<file path="config.mk">
export PLATFORM = sky130hd
export DESIGN_NAME = uart_tx_fifo_feeder
export DESIGN_NICKNAME = d
export VERILOG_FILES = /design/src/rtl/uart_tx_fifo_feeder.sv
export SDC_FILE = /design/constraint.sdc
export NUM_CORES = 1
export LEC_CHECK = 0
export BUFFER_PORTS_ARGS = -buffer_cell sky130_fd_sc_hd__buf_2
export CORE_ASPECT_RATIO = 0.8
export CORE_MARGIN = 3
export CORE_UTILIZATION = 59
export CTS_CLUSTER_SIZE = 20
export DETAILED_ROUTE_END_ITERATION = 10
export PLACE_DENSITY = 0.8
export SLEW_MARGIN = 20
export SYNTH_ARGS = -nofsm -noshare
export SYNTH_HDL_FRONTEND = slang
export SYNTH_SLANG_ARGS = --single-unit
</file>
<file path="constraint.sdc">
create_clock -name clk -period 3.8 [get_ports clk]
set_clock_uncertainty 0.1 [all_clocks]
set_input_delay 0.19 -clock clk [delete_from_list [all_inputs] [get_ports clk]]
set_output_delay 0.19 -clock clk [all_outputs]
set_load 0.01 [all_outputs]
</file>
<file path="src/rtl/uart_tx_fifo_feeder.sv">
`timescale 1ns/1ps
// uart_tx_fifo_feeder
//   Byte FIFO plus send sequencer that drains queued bytes, in order, into a
//   uart_transmitter data/send/busy handshake.
// Ports:
//   clk, reset          rising-edge clock, async active-high reset
//   wr_data, wr_en      producer push interface (one byte per cycle)
//   full, empty, count  registered FIFO occupancy status
//   overflow            sticky flag: a push was dropped while full
//   tx_timeout          one-cycle pulse: transmitter busy never rose after a send
//   tx_data, tx_send    byte and one-cycle send strobe to the transmitter
//   tx_busy             transmitter busy input
module uart_tx_fifo_feeder #(
  parameter int unsigned DATA_WIDTH    = 8,
  parameter int unsigned DEPTH_LOG2    = 4,
  parameter int unsigned BUSY_WAIT_MAX = 4
) (
  input  logic                  clk,
  input  logic                  reset,
  input  logic [DATA_WIDTH-1:0] wr_data,
  input  logic                  wr_en,
  output logic                  full,
  output logic                  empty,
  output logic [DEPTH_LOG2:0]   count,
  output logic                  overflow,
  output logic                  tx_timeout,
  output logic [DATA_WIDTH-1:0] tx_data,
  output logic                  tx_send,
  input  logic                  tx_busy
);

  localparam int unsigned DEPTH = 2 ** DEPTH_LOG2;
  localparam int unsigned CW    = DEPTH_LOG2 + 1;
  localparam int unsigned WW    = $clog2(BUSY_WAIT_MAX + 1);

  typedef enum logic [1:0] {
    IDLE    = 2'd0,
    SEND    = 2'd1,
    WAIT_HI = 2'd2,
    WAIT_LO = 2'd3
  } state_t;

  state_t                  state;
  state_t                  next_state;
  logic [DATA_WIDTH-1:0]   mem [DEPTH];
  logic [DEPTH_LOG2-1:0]   wr_ptr;
  logic [DEPTH_LOG2-1:0]   rd_ptr;
  logic [WW-1:0]           wait_cnt;
  logic [CW-1:0]           count_nxt;

  logic push_c;
  logic pop_c;
  logic wait_last_c;
  logic send_nxt_c;
  logic timeout_nxt_c;
  logic wait_clr_c;
  logic wait_inc_c;

  // A push while full is dropped even if a pop happens on the same edge.
  assign push_c      = wr_en & ~full;
  assign pop_c       = (state == IDLE) & ~empty & ~tx_busy;
  assign wait_last_c = (wait_cnt == WW'(BUSY_WAIT_MAX - 1));
  assign count_nxt   = CW'(count + CW'(push_c) - CW'(pop_c));

  // State register.
  always_ff @(posedge clk or posedge reset) begin
    if (reset) state <= IDLE;
    else       state <= next_state;
  end

  // Next-state logic.
  always_comb begin
    next_state = state;
    unique case (state)
      IDLE:    if (pop_c) next_state = SEND;
      SEND:    next_state = WAIT_HI;
      WAIT_HI: begin
        if (tx_busy)          next_state = WAIT_LO;
        else if (wait_last_c) next_state = IDLE;
      end
      WAIT_LO: if (!tx_busy) next_state = IDLE;
      default: next_state = IDLE;
    endcase
  end

  // Output decode; results are registered below so all outputs leave flops.
  always_comb begin
    send_nxt_c    = 1'b0;
    timeout_nxt_c = 1'b0;
    wait_clr_c    = 1'b0;
    wait_inc_c    = 1'b0;
    send_nxt_c    = (next_state == SEND);
    wait_clr_c    = (state == SEND);
    if (state == WAIT_HI && !tx_busy) begin
      wait_inc_c    = 1'b1;
      timeout_nxt_c = wait_last_c;
    end
  end

  // FIFO storage; contents need no reset since occupancy gates every read.
  always_ff @(posedge clk) begin
    if (push_c) mem[wr_ptr] <= wr_data;
  end

  // Pointers, occupancy and sticky overflow.
  always_ff @(posedge clk or posedge reset) begin
    if (reset) begin
      wr_ptr   <= '0;
      rd_ptr   <= '0;
      count    <= '0;
      empty    <= 1'b1;
      full     <= 1'b0;
      overflow <= 1'b0;
    end else begin
      if (push_c) wr_ptr <= wr_ptr + DEPTH_LOG2'(1);
      if (pop_c)  rd_ptr <= rd_ptr + DEPTH_LOG2'(1);
      count <= count_nxt;
      empty <= (count_nxt == '0);
      full  <= (count_nxt == CW'(DEPTH));
      if (wr_en && full) overflow <= 1'b1;
    end
  end

  // Transmitter-facing registers and busy-rise wait counter.
  always_ff @(posedge clk or posedge reset) begin
    if (reset) begin
      tx_data    <= '0;
      tx_send    <= 1'b0;
      tx_timeout <= 1'b0;
      wait_cnt   <= '0;
    end else begin
      tx_send    <= send_nxt_c;
      tx_timeout <= timeout_nxt_c;
      if (pop_c) tx_data <= mem[rd_ptr];
      if (wait_clr_c)      wait_cnt <= '0;
      else if (wait_inc_c) wait_cnt <= wait_cnt + WW'(1);
    end
  end

endmodule

</file>
==> run metrics <==
fin util 70.3%; Syn Nets ~380; global-route wire length before repair 19.8 mm; Post-DP Area roughly 6700 um2; Post-synth ARST share 19.5%; area leader, netlist edfxtp_1; wire length per cell 22.9 um; worst hold path depth 1; largest net degree at the start of global routing 32; WP data arrival 3.40 ns; Top FF cell, synth edfxtp_1; Worst slew margin 46.9%; share of the synthesized area in the top cell type 59.7%; Mapped Cells 350; initial antenna violation count 0; Detail Placement HPWL 7.57 mm; Hold EP mem[13][2]$_DFFE_PP_; busiest layer in global routing met2; Avg Cell Area, Syn 18.4 um2; Max Fanout on Critical Path 12; cts bufs inserted 17; hold path startpoint wr_data[2]; Synth Cell Area 6440 um2; Fin. Hold Viols 0; capturing point of the worst reg2reg path empty$_DFF_PP1_; die width 123 um; core area roughly 10,000 um2; Yosys Warn Count 0; post-synthesis sequential area ratio a little under three quarters; status finished, final reports clean; Synth cell types 39; PortBufs 29; Root Driver clkbuf_16; commonest cells after routing, fill and taps aside 128 x edfxtp_1, 30 x mux4_2, 29 x buf_2; Total GRT Usage 22.8%; Starting Density 61.7%; fin crit share around 84%; unrepaired setup endpoints after global routing false; total power 0.00578 W; Post-CTS Setup Repair Bufs 0; DRC violations left 0; footprint of the multi-input gates 1650 um2; GR Overflow Total 0; critical path startpoint category flip-flop; worst skew pair latency 0.41 ns; share of cells above drive strength 1 ~26%; DRT Pass-1 Iters 5; post-route cell area 7340 um2; number of routed nets with antenna violations 0; Max Buffers Root-to-Sink 2; Max Slew Vio Count 0; diodes inserted 0; clk sinks 159; FP Rows 33; Via-to-Cell Ratio 6.02; vias in the first global route roughly 3,500; met2 usage 35.0%; min cycle time layout 3.19 ns; Worst Tran Pin Value between 0.7 and 0.8 ns; largest cells by area after synthesis edfxtp_1 60%, dfrtp_1 12%, mux4_2 10%, mux2i_1 2.8%, ha_1 2.3%; FF/Latch Area 4620 um2; r2r setup slk 0.61 ns; upper clock frequency limit 314 MHz; Reg2Reg Launch Point state[1]$_DFF_PP0_; CTS tree yes; Synth Register Bits between 150 and 200; die area 12,200 um2; commonest non-fill, non-tap cell in the layout edfxtp_1; Die H 99.5 um; M1 GR Usage 32.1%; leakage power around 2.7 nW; Final #Nets about 420; Post-synth EDFFs about 130; PwrDens 787 nW/um2; GR Util met3 6.48%; CP Data Required Time roughly 4.0 ns; CTS clock-pin slew for the worst setup and hold paths 0.06 ns; HP Class in2reg; Area Growth Syn to Fin 14.0%; Setup CP Type reg2reg; VDD IR max approximately 0.58 mV; # setup viols final 0; worst r2r path cells 10; CTS H-tree depth 4; WHS 0.0600 ns; DR iter-0 viols 445; RePlAce Congestion 0.747; FILL cells about 620; via count 3,288; IO Count 30; Routed WL roughly 13 mm; MaxCap Viol Count 0; element type at the critical path end flip-flop; setup_tns 0 ns
-- logic make-up (layout without fill, tap and decap cells) --
logic type	Yosys count	count (layout)	share of synthesized area, %
AOI/OAI and AO/OA	32	32	3.17
xor gates and xnor gates	9	9	1.22
adders and majority gates	13	13	2.64
buffers and inverters	29	85	2.60
DFF	159	159	71.7
muxes	51	51	13.8
and+or+nand+nor	57	57	4.84
-- timing repair --
item,in CTS,in global routing
hold buffers,3,0
endpoints found under the hold margin,33,0
resized for setup,0,0
-- area by class of cell --
cell class,count,share of cell area (%)
Tap cell,140,2.39
Timing Repair Buffer,37,2.90
Inverter,16,0.886
Sequential cell,159,63.0
Multi-Input combinational cell,162,22.5
Clock inverter,15,2.54
Clock buffer,17,5.79
-- flip-flops by register name (all words and copies together) (netlist names), 2 cells and up --
name and flops:
count 5, mem 128, rd_ptr 4, state 2, tx_data 8, wait_cnt 3
wr_ptr 4
-- metrics by stage --
step | cells | setup WS [ns]
floorplan | 350 | 0.972
global placement | 511 | 0.726
detailed placement | 511 | 0.680
CTS | 546 | 0.602
global route | 546 | 0.376
finish | 546 | 0.615
-- power by group --
part / internal [W] / switching, W
clock: 0.00104 / 0.000695
combinational: 0.000752 / 0.000782
sequential: 0.00220 / 0.000311
total: 0.00399 / 0.00179
-- synthesized netlist by cell type (all sizes together), types with 2 or more instances --
library cell    n
edfxtp        128
dfrtp          30
mux4           30
mux2i          18
and2           16
nand2          16
inv            15
ha             12
buf            11
a21o            9
nor2            8
o21ai           8
xnor2           8
o22ai           7
a21oi           3
mux2            3
nor2b           3
a31oi           2
and3            2
clkbuf          2
nand2b          2
nand4           2
nor3            2
nor3b           2
nor4            2
-- worst max-delay path, cell delays in order, from the launching register on --
cell and delay, ns:
dfrtp_1 0.50, or4_4 0.69, clkinv_4 0.14, ha_1 0.24
inv_1 0.06, ha_1 0.16, inv_1 0.06, fa_1 0.48
inv_1 0.06, or3_1 0.39, nor4_1 0.21
-- routing by layer --
layer | wire length [um] | vias to the layer above
met2 | 6210 | 130
met5 | 0 | -
li1 | - | 1446
met4 | 223 | 0
met1 | 5280 | 1692
met3 | 795 | 20
-- how the worst max path moves through the flow --
stage / startpoint / slack, ns / depth (start not counted) / endpoint
3_5_place_dp: state[1]$_DFF_PP0_ / 0.68 / 11 / full$_DFF_PP0_
5_1_grt: state[1]$_DFF_PP0_ / 0.38 / 11 / full$_DFF_PP0_
3_3_place_gp: state[1]$_DFF_PP0_ / 0.73 / 11 / full$_DFF_PP0_
6_report: state[1]$_DFF_PP0_ / 0.61 / 10 / empty$_DFF_PP1_
2_1_floorplan: state[1]$_DFF_PP0_ / 0.97 / 12 / full$_DFF_PP0_
4_1_cts: state[1]$_DFF_PP0_ / 0.60 / 11 / full$_DFF_PP0_
Note: power is estimated with default switching activity, not from simulation.
